==> config.mk <==
export PLATFORM = sky130hd
export DESIGN_NAME = ring_router_mux
export DESIGN_NICKNAME = d
export VERILOG_FILES = /design/src/rtl/ring_router_mux.sv
export SDC_FILE = /design/constraint.sdc
export NUM_CORES = 1
export LEC_CHECK = 0
export BUFFER_PORTS_ARGS = -buffer_cell sky130_fd_sc_hd__clkbuf_2
export CORE_UTILIZATION = 40
export CTS_CLUSTER_DIAMETER = 100
export DETAILED_ROUTE_END_ITERATION = 7
export PLACE_DENSITY_LB_ADDON = 0.3
export SYNTH_ARGS = -nofsm -noshare
export SYNTH_HDL_FRONTEND = slang
export SYNTH_SLANG_ARGS = --single-unit
==> constraint.sdc <==
create_clock -name clk -period 3.3 [get_ports clk]
set_input_delay 0.66 -clock clk [delete_from_list [all_inputs] [get_ports clk]]
set_output_delay 0.66 -clock clk [all_outputs]
set_load 0.02 [all_outputs]
==> src/rtl/ring_router_mux.sv <==
// ring_router_mux: merges ring pass-through and local injection flit streams
// onto one egress ring link. Wormhole arbitration with a round-robin pointer
// between packets, and a registered output stage with full throughput.

package ring_router_mux_pkg;
  localparam int unsigned DATA_W = 16;

  typedef struct packed {
    logic [DATA_W-1:0] data;
    logic              first;
    logic              last;
  } flit_t;
endpackage

module ring_router_mux
  import ring_router_mux_pkg::*;
(
  input  logic  clk,
  input  logic  rst_n,
  // ring pass-through sink
  input  flit_t i_ring_flit,
  input  logic  i_ring_valid,
  output logic  o_ring_ready_c,
  // local injection sink
  input  flit_t i_local_flit,
  input  logic  i_local_valid,
  output logic  o_local_ready_c,
  // merged egress source
  output flit_t o_mux_flit,
  output logic  o_mux_valid,
  input  logic  i_mux_ready
);

  localparam logic [0:0] ST_IDLE = 1'b0;
  localparam logic [0:0] ST_WORM = 1'b1;

  logic [0:0] r_state;
  logic       r_sel;        // 0 = ring owns output, 1 = local
  logic       r_prio_local; // round-robin pointer, 1 = local wins a tie
  logic       r_out_valid;
  flit_t      r_out_flit;

  logic [0:0] w_state_nxt;
  logic       w_sel_nxt;
  logic       w_prio_nxt;
  logic       w_out_valid_nxt;
  flit_t      w_out_flit_nxt;

  logic       w_space;
  logic       w_gnt_ring;
  logic       w_gnt_local;
  logic       w_xfer_ring;
  logic       w_xfer_local;
  logic       w_xfer;
  flit_t      w_flit;

  // State and output register update, synchronous active-low reset
  always_ff @(posedge clk) begin
    if (!rst_n) begin
      r_state      <= ST_IDLE;
      r_sel        <= 1'b0;
      r_prio_local <= 1'b0;
      r_out_valid  <= 1'b0;
      r_out_flit   <= '0;
    end else begin
      r_state      <= w_state_nxt;
      r_sel        <= w_sel_nxt;
      r_prio_local <= w_prio_nxt;
      r_out_valid  <= w_out_valid_nxt;
      r_out_flit   <= w_out_flit_nxt;
    end
  end

  // Grant, input handshakes and next-state / output-register load
  always_comb begin
    w_gnt_ring      = 1'b0;
    w_gnt_local     = 1'b0;
    w_state_nxt     = r_state;
    w_sel_nxt       = r_sel;
    w_prio_nxt      = r_prio_local;
    w_out_valid_nxt = r_out_valid;
    w_out_flit_nxt  = r_out_flit;

    w_space = !r_out_valid || i_mux_ready;

    case (r_state)
      ST_IDLE: begin
        if (i_ring_valid && i_local_valid) begin
          w_gnt_local = r_prio_local;
          w_gnt_ring  = !r_prio_local;
        end else begin
          w_gnt_ring  = i_ring_valid;
          w_gnt_local = i_local_valid;
        end
      end
      ST_WORM: begin
        // the packet owner keeps the link; the other source is locked out
        w_gnt_local = r_sel;
        w_gnt_ring  = !r_sel;
      end
      default: begin
        w_gnt_ring  = 1'b0;
        w_gnt_local = 1'b0;
      end
    endcase

    // readies are held low while reset is asserted
    o_ring_ready_c  = w_gnt_ring  && w_space && rst_n;
    o_local_ready_c = w_gnt_local && w_space && rst_n;

    w_xfer_ring  = i_ring_valid  && o_ring_ready_c;
    w_xfer_local = i_local_valid && o_local_ready_c;
    w_xfer       = w_xfer_ring || w_xfer_local;
    w_flit       = w_xfer_local ? i_local_flit : i_ring_flit;

    if (w_xfer) begin
      w_out_flit_nxt  = w_flit;
      w_out_valid_nxt = 1'b1;
      if (r_state == ST_IDLE) begin
        // any flit accepted while idle starts a packet and moves the pointer
        w_prio_nxt = w_xfer_ring;
        if (!w_flit.last) begin
          w_state_nxt = ST_WORM;
          w_sel_nxt   = w_xfer_local;
        end
      end else if (w_flit.last) begin
        w_state_nxt = ST_IDLE;
      end
    end else if (i_mux_ready) begin
      w_out_valid_nxt = 1'b0;
    end
  end

  assign o_mux_valid = r_out_valid;
  assign o_mux_flit  = r_out_flit;

endmodule

==> flow_summary_export.csv, run 1 <==
group,metric,value,unit
status,status,"finished clean",
setup_path,arrival,1650,ps
clocking,cts_hold_buf,0,
floorplanning,start_util,42.6,%
floorplanning,coreArea,2780,µm²
logic_synthesis,ys_seq_area_share,37.1,%
final_layout,fin_util,53.5,%
power,leakage,0.000618,µW
final_layout,nets,221,
grt,grtUsageMet3,3.23,%
final_layout,drive_gt1_share,40.8,%
logic_synthesis,synthFlopType,"dfxtp_1",
logic_synthesis,syn_area_per_cell,9.34,µm²
setup_path,crit_path_max_incr_delay,300,ps
grt,grt_usage,19.6,%
clocking,cts_tree,"yes",
clocking,clock_latency,310,ps
placed_design,post_dp_cell_area,1440,µm²
placed_design,gp_congestion,0.780,
setup_path,crit_path_end,"o_ring_ready_c",
setup_path,critPathCaptureType,"primary output",
logic_synthesis,synthCells,127,
final_layout,num_antenna_cells,0,
logic_synthesis,synth_cell_types,31,
clocking,clkTransAtPathRegs,130,ps
sta,fmax,433,MHz
setup_path,critical_path.startpoint,"i_mux_ready",
setup_path,cp.required,2640,ps
floorplanning,die_height,56.5,µm
logic_synthesis,synth_edf_count,0,
grt,grt_pass1_vias,1117,
power,peakVddDrop,0.000290,V
detailed_routing,drc,0,
logic_synthesis,synth-seq-cells,22,
final_layout,multiInputGateArea,628,µm²
sta,skew,9.30,ps
final_layout,fill_cells,269,
sta,rsz0062_at_grt,"false",
sta,setup_viol,0,
setup_path,cp_slowest_cell,"nand2_1",
clocking,cts_resized,0,
final_layout,final_common_cell,"clkbuf_2",
setup_path,crit_path_frequent_cell,"clkbuf_2",
sta,layout_setup_ws,989,ps
sta,maxSlewHeadroom,55.4,%
clocking,cts.path.max_buffers,2,
floorplanning,dieArea,3190,µm²
floorplanning,ioPinCount,62,
power,pwr_density_cell,459,nW/µm²
grt,grt_max_degree,21,
setup_path,cp_num_buf_inv,2,
final_layout,seq_area,440,µm²
setup_path,critical_path_class,"in2out",
final_layout,final_cell_mix,"61 x clkbuf_2, 22 x dfxtp_1, 20 x a21oi_1",
final_layout,final_area,1490,µm²
setup_path,rrSetupSlack,1350,ps
floorplanning,fp.dieW,56.5,µm
min_path,worst_hold_path_type,"reg2reg",
grt,met2_usage,31.8,%
clocking,postCtsSetupRepairBufs,0,
setup_path,critPathLaunchType,"primary input",
sta,tns,0,ps
detailed_routing,vias_per_cell,5.86,
logic_synthesis,netlist_area,1190,µm²
sta,finalMaxSlewViolations,0,
clocking,root_buffer,"clkbuf_4",
clocking,cts_buffers,3,
setup_path,cp_max_fo,13,
placed_design,hpwlAfterDp,2170,µm
logic_synthesis,yosysWarnings,0,
detailed_routing,wire_per_inst,14.4,µm
placed_design,pre_cts_ws,1040,ps
setup_path,r2r_cells,4,
clocking,cts_sinks,22,
detailed_routing,drt-total-wl,3020,µm
sta,period_share,70.0,%
clocking,htree_levels,1,
placed_design,io_buffers,61,
detailed_routing,firstDrtPassIters,4,
flow_run,max_cap_violations,0,
sta,worstMarginPinSlew,669,ps
grt,busiest_layer,"met2",
logic_synthesis,synthArstFlopShare,0,%
detailed_routing,vias,1230,
grt,antenna_found_initial,0,
setup_path,timing.rr.end,"r_state",
setup_path,crit_chain,"clkbuf_2 > nand2b_1 > nand2_1 > a21oi_1 > clkbuf_2",
final_layout,syn_to_final_growth,25.4,%
detailed_routing,initialDrtViolationCount,25,
grt,grt_pass1_wl,5140,µm
logic_synthesis,synth_fp_nets,168,
setup_path,r2r_start,"r_state",
floorplanning,core.rowCount,19,
grt,met1_usage,27.5,%
detailed_routing,ant_nets,0,
power,power,683,µW
setup_path,crit_family,"simple AND/OR/NAND/NOR gates",
grt,grt_overflow,0,
sta,hold_violations,0,
setup_path,cp.depth,5,
sta,min_period,2310,ps
## report_power, final
| part | leakage, µW | switching, µW | internal [µW] |
|---|---|---|---|
| Sequential | 0.000180 | 16.8 | 287 |
| Clock | 0.0000279 | 84.5 | 123 |
| Combinational | 0.000410 | 107 | 65.8 |
| Total | 0.000618 | 208 | 475 |
## how the worst min path moves through the flow
stage / from / to / slack [ps] / cells after the start
final: o_mux_flit[13] / o_mux_flit[13] / 500 / 2
after global routing: o_mux_flit[2] / o_mux_flit[2] / 530 / 2
after CTS: o_mux_flit[13] / o_mux_flit[13] / 500 / 2
after detailed placement: o_mux_flit[13] / o_mux_flit[13] / 490 / 2
after global placement: o_mux_flit[1] / o_mux_flit[1] / 480 / 2
after floorplan: r_prio_local / r_prio_local / 550 / 2
## sequential cells by signal, indices dropped and copies added, names as in the netlist
| name | flops |
|---|---|
| o_mux_flit | 18 |
| o_mux_valid | 1 |
| r_state | 1 |
| r_sel | 1 |
| r_prio_local | 1 |
## metal layers
layer	vias up	share of wire, %
li1	619	-
met1	558	48
met2	49	44
met3	4	6.6
met4	0	0.93
met5	-	0
## logic make-up after synthesis
logic type / count (synthesis) / share of synthesized area [%]
compound gates: 67 / 42.5
buf+inv: 18 / 9.91
flops: 22 / 37.1
simple gates: 20 / 10.4
## area by class of cell
cell class | count | area share [%]
repair buffers | 62 | 21.0
clock buffers | 3 | 1.51
multi-input cells | 87 | 42.2
flip-flops and latches | 22 | 29.6
clock inverters | 1 | 2.02
inverters | 4 | 1.01
well taps | 31 | 2.61
## Yosys cell counts, types with 2 or more instances
library cell	number	area [µm²]
o21ai_0	2	10.0
o211ai_1	18	135
nand2b_2	2	17.5
nand3b_1	3	22.5
nand2_1	6	22.5
nand2b_1	2	12.5
nor3_1	2	10.0
a32oi_1	17	149
inv_1	4	15.0
dfxtp_1	22	440
buf_2	4	20.0
buf_6	3	33.8
clkbuf_1	3	11.3
buf_4	3	22.5
a21oi_1	20	100
## worst register-to-register path: stages, from the launching register on
cell and delay (ps):
dfxtp_1 640, nand3b_1 210, and4_1 630, nand2_2 130, a41o_1 260
## through the flow
stage	cells	hold slack, ps
after global routing	210	527
after CTS	210	505
after detailed placement	206	487
after global placement	206	477
final	210	502
after floorplan	127	550
No activity file was read; power rests on OpenSTA's default activity.
==> inputs of run 2 (changes only) <==
clock period = 2.4 ns   (was 3.3 ns; I/O delays follow)
==> run 2 against run 1 <==
Highest routed layer unchanged. First-iteration DRC count grew 52%. Largest cell class unchanged. Cell area grew 0.50%. Clock power increased by 41%. Worst hold slack got worse by 82 ps. Register-to-register slack got worse by 800 ps. Final cell count up 0.48%.
==> flow_summary_export.csv, run 2 (synthesis results as in run 1) <==
group,metric,value,unit
status,status,"finished clean",
detailed_routing,drc,0,
detailed_routing,vias,1279,
sta,tns,0,ps
clocking,cts_resized,0,
setup_path,arrival,1470,ps
placed_design,dp_cells,207,
final_layout,final_cell_mix,"61 x clkbuf_2, 22 x dfxtp_1, 20 x a21oi_1",
placed_design,io_buffers,61,
grt,grt_usage,20.1,%
final_layout,num_antenna_cells,0,
clocking,clkTransAtPathRegs,130,ps
flow_run,max_cap_violations,0,
sta,period_share,81.4,%
sta,worstMarginPinSlew,719,ps
grt,grt_pass1_wl,5170,µm
sta,hold_violations,0,
final_layout,largest_reg_flops,18,
power,p_sw,294,µW
detailed_routing,wire_per_inst,15.1,µm
power,internal_power,655,µW
detailed_routing,vias_per_cell,6.06,
setup_path,critical_path.startpoint,"r_state",
min_path,worstHoldStart,"i_ring_flit[8]",
final_layout,final_common_cell,"clkbuf_2",
detailed_routing,drt-total-wl,3180,µm
setup_path,critical_path_class,"reg2out",
setup_path,critPathCaptureType,"primary output",
final_layout,fin_util,53.8,%
power,leakage,0.000623,µW
sta,setup_viol,0,
sta,finalMaxSlewViolations,0,
clocking,cts.path.max_buffers,2,
final_layout,stdcell_count,211,
grt,grt_max_degree,24,
grt,antenna_found_initial,0,
floorplanning,dieArea,3190,µm²
clocking,clock_latency,310,ps
grt,grt_overflow,0,
power,p_comb_share,25.2,%
clocking,htree_levels,1,
floorplanning,fp.dieW,56.5,µm
power,power_frac_seq,44.1,%
sta,rsz0062_at_grt,"false",
setup_path,cp.required,1920,ps
floorplanning,coreArea,2780,µm²
setup_path,cp_max_fo,13,
clocking,cts_hold_buf,0,
detailed_routing,initialDrtViolationCount,38,
floorplanning,core.rowCount,19,
detailed_routing,ant_nets,0,
final_layout,fill_cells,284,
setup_path,r2r_start,"r_state",
final_layout,nets,222,
clocking,postCtsSetupRepairBufs,0,
clocking,cts_buffers,3,
setup_path,critPathLaunchType,"flop",
floorplanning,start_util,42.6,%
min_path,worst_hold_path_type,"in2reg",
sta,min_period,1950,ps
placed_design,gp_congestion,0.787,
final_layout,syn_to_final_growth,26.1,%
clocking,cts_sinks,22,
grt,grt_pass1_vias,1125,
placed_design,hpwlAfterDp,2200,µm
power,p_clk_share,30.7,%
clocking,root_buffer,"clkbuf_4",
floorplanning,die_height,56.5,µm
final_layout,drive_gt1_share,41.1,%
detailed_routing,firstDrtPassIters,4,
sta,skew,1.11,ps
floorplanning,ioPinCount,62,
clocking,cts_tree,"yes",
sta,fmax,512,MHz
power,pwr_density_cell,635,nW/µm²
power,peakVddDrop,0.000421,V
sta,maxSlewHeadroom,52.1,%
power,p_sw_share,31.0,%
-- run 2: layout make-up --
class / instances / area (µm²) / share of cell area, %
clock buffer: 3 / 22.5 / 1.51
timing repair buffer: 63 / 320 / 21.4
clock inverter: 1 / 30.0 / 2.01
inverter: 4 / 15.0 / 1.00
sequential: 22 / 440 / 29.5
tap: 31 / 38.8 / 2.59
multi-input combinational: 87 / 628 / 42.0
-- run 2: worst paths after layout --
check | slack, ps | to | depth (start not counted)
hold / removal | 420 | o_mux_flit[8] | 3
setup / recovery | 450 | o_ring_ready_c | 3
hold reg to reg | 500 | o_mux_flit[2] | 2
setup reg to reg | 550 | o_mux_flit[3] | 5
-- run 2: through the flow --
| stage | cell area (µm²) | power, µW | setup slack [ps] | hold WS [ps] |
|---|---|---|---|---|
| after floorplan | 1190 | 594 | 572 | 550 |
| after global placement | 1440 | 658 | 590 | 478 |
| after detailed placement | 1440 | 664 | 523 | 484 |
| after CTS | 1500 | 955 | 451 | 416 |
| after global routing | 1500 | 994 | 349 | 425 |
| final | 1500 | 949 | 447 | 420 |
-- run 2: power by group through the flow --
stage | registers, µW | logic (µW) | clock network [µW]
CTS | 418 | 240 | 297
floorplan | 449 | 146 | 0
global route | 422 | 261 | 311
finish | 419 | 239 | 291
detailed placement | 426 | 238 | 0
global placement | 424 | 234 | 0
-- run 2: critical path: stages (launching register included) --
cell and delay (ps):
dfxtp_1 660, nand2b_2 170, a21oi_1 150, clkbuf_2 180
-- run 2: per-layer routing --
metal	share of wire (%)	global-route usage (%)	vias up	wire length, µm
met1	43	25.5	601	1360
li1	-	-	618	-
met3	7.5	3.23	4	237
met4	0.82	7.32	0	26
met2	49	34.1	56	1560
met5	0	0	-	0
==> inputs of run 3 (changes only) <==
ABC_AREA = 1   (was not set)
CORE_UTILIZATION = 37   (was 40)
clock period = 1.75 ns   (was 2.4 ns; I/O delays follow)
==> run 3 against run 2 <==
Clock power increased by 29%. Via count decreased by 14%. Non-clock buffer count fell by 2. Worst hold slack worse by 130 ps. Global-route usage fell by 2.0 points. Utilization down 0.10 points. Power is 21% higher. Die area is 9.0% lower. Synthesized area down 16%. Sequential share of layout area rose by 3.4 points. Worst setup slack worse by 290 ps. Highest routed layer unchanged.
==> flow_summary_export.csv, run 3 <==
group,metric,value,unit
status,status,"finished clean",
power,p_sw,298,µW
sta,hold_ws,289,ps
setup_path,cp_max_fo,4,
grt,grt_pass1_wl,3750,µm
final_layout,final_common_cell,"nand2_1",
logic_synthesis,ys_seq_area_share,44.3,%
clocking,cts_buffers,3,
detailed_routing,wire_per_inst,10.7,µm
floorplanning,coreArea,2500,µm²
sta,tns,0,ps
grt,grt_usage,18.1,%
detailed_routing,vias_per_cell,4.77,
sta,fmax,628,MHz
sta,maxSlewHeadroom,59.2,%
detailed_routing,vias,1103,
floorplanning,die_height,53.9,µm
sta,hold_violations,0,
final_layout,fin_util,53.7,%
power,p_clk_share,32.7,%
final_layout,seq_area,440,µm²
detailed_routing,drc,0,
sta,period_share,90.9,%
clocking,postCtsSetupRepairBufs,0,
setup_path,cp_num_buf_inv,2,
sta,rsz0062_at_grt,"false",
logic_synthesis,synth_area_leaders,"dfxtp_1 44%, nand2_1 25%, a31oi_1 11%",
grt,antenna_found_initial,0,
sta,skew,6.35,ps
sta,min_period,1590,ps
setup_path,critical_path_class,"reg2out",
logic_synthesis,synth_edf_count,0,
setup_path,cp_slowest_cell,"dfxtp_1",
power,power_frac_seq,48.0,%
clocking,htree_levels,1,
logic_synthesis,netlist_area,995,µm²
clocking,cts_hold_buf,0,
power,pwr_density_cell,854,nW/µm²
detailed_routing,drt-total-wl,2470,µm
setup_path,cp.depth,5,
logic_synthesis,syn_area_per_cell,7.00,µm²
final_layout,num_antenna_cells,0,
final_layout,fill_cells,248,
setup_path,crit_path_max_incr_delay,360,ps
flow_run,max_cap_violations,0,
placed_design,hpwlAfterDp,1840,µm
final_layout,multiInputGateArea,453,µm²
final_layout,nets,243,
detailed_routing,firstDrtPassIters,4,
grt,grt_pass1_vias,943,
setup_path,cp.required,1400,ps
detailed_routing,initialDrtViolationCount,24,
logic_synthesis,yosysWarnings,0,
placed_design,gp_congestion,0.788,
final_layout,syn_to_final_growth,34.8,%
logic_synthesis,synth-seq-cells,22,
final_layout,drive_gt1_share,36.3,%
logic_synthesis,yosysMostFrequentCell,"nand2_1",
floorplanning,dieArea,2900,µm²
power,leakage,0.000671,µW
logic_synthesis,yosysTopAreaCell,"dfxtp_1",
setup_path,critPathLaunchType,"flop",
final_layout,largest_reg_flops,18,
setup_path,crit_chain,"nand2_1 > inv_1 > nor2_2 > and2_1 > clkbuf_2",
setup_path,arrival,1240,ps
detailed_routing,ant_nets,0,
clocking,clkTransAtPathRegs,120,ps
power,peakVddDrop,0.000572,V
logic_synthesis,synthCells,142,
logic_synthesis,ys_top_cells_by_count,"66 x nand2_1, 22 x dfxtp_1, 17 x a31oi_1, 10 x inv_1, 5 x a21oi_1",
floorplanning,start_util,39.8,%
clocking,cts_tree,"yes",
sta,worstMarginPinSlew,612,ps
power,internal_power,848,µW
floorplanning,ioPinCount,62,
power,p_comb_share,19.3,%
floorplanning,core.rowCount,18,
sta,finalMaxSlewViolations,0,
logic_synthesis,synthFlopType,"dfxtp_1",
min_path,worstHoldPathCells,3,
clocking,clock_latency,300,ps
clocking,cts_sinks,22,
logic_synthesis,synth_fp_nets,183,
setup_path,critPathCaptureType,"primary output",
power,p_sw_share,26.0,%
setup_path,r2r_cells,8,
final_layout,final_cell_mix,"66 x nand2_1, 61 x clkbuf_2, 22 x dfxtp_1",
sta,setup_viol,0,
logic_synthesis,synthArstFlopShare,0,%
floorplanning,fp.dieW,53.9,µm
placed_design,io_buffers,61,
grt,grt_overflow,0,
clocking,cts.path.max_buffers,2,
grt,grt_max_degree,22,
min_path,worst_hold_path_type,"in2reg",
clocking,root_buffer,"clkbuf_4",
setup_path,crit_family,"simple AND/OR/NAND/NOR gates",
logic_synthesis,synth_cell_types,17,
logic_synthesis,post-synth-top-area-fraction,44.3,%
clocking,cts_resized,0,
run 3: cells by family after synthesis:
kind of cell           count (synthesis)  synth area share (%)
AND/OR/NAND/NOR                       77                  31.8
AO/OA/AOI/OAI                         23                  13.7
flip-flops                            22                  44.3
buffers and inverters                 20                  10.2
run 3: layout make-up:
type,count,share of cell area (%)
clock buffers,3,1.68
multi-input cells,100,33.8
well taps,30,2.80
repair buffers,61,22.8
inverters,14,3.92
clock inverters,1,2.24
flip-flops and latches,22,32.8
run 3: tightest hold or removal path: stages:
cell      delay, ps
clkbuf_2         80
nand2_1          50
a31oi_1          70
run 3: stage by stage:
step | area, µm² | setup slack [ps] | power [µW] | std cells
finish | 1340 | 159 | 1150 | 231
global route | 1340 | 57.0 | 1200 | 231
CTS | 1340 | 152 | 1160 | 231
detailed placement | 1290 | 210 | 782 | 227
global placement | 1290 | 291 | 776 | 227
floorplan | 995 | 463 | 698 | 142
run 3: worst paths after layout:
check | start | slack, ps | end
worst max register to register | r_state | 270 | o_mux_flit[14]
worst min-delay path | i_local_flit[13] | 290 | o_mux_flit[13]
worst min register to register | r_sel | 480 | r_sel
worst max-delay path | r_state | 160 | o_ring_ready_c
run 3: power groups by stage:
stage | registers (µW) | clock network [µW] | logic (µW)
floorplan | 592 | 0 | 105
global placement | 560 | 0 | 216
detailed placement | 561 | 0 | 222
CTS | 550 | 385 | 222
global route | 554 | 404 | 247
finish | 550 | 375 | 221
run 3: metal layers:
layer	track usage (%)	vias to the layer above	share of wire [%]
met1	21.3	487	43
met3	2.82	6	4.8
met5	0	-	0
li1	-	575	-
met2	30.0	35	50
met4	11.8	0	2.1
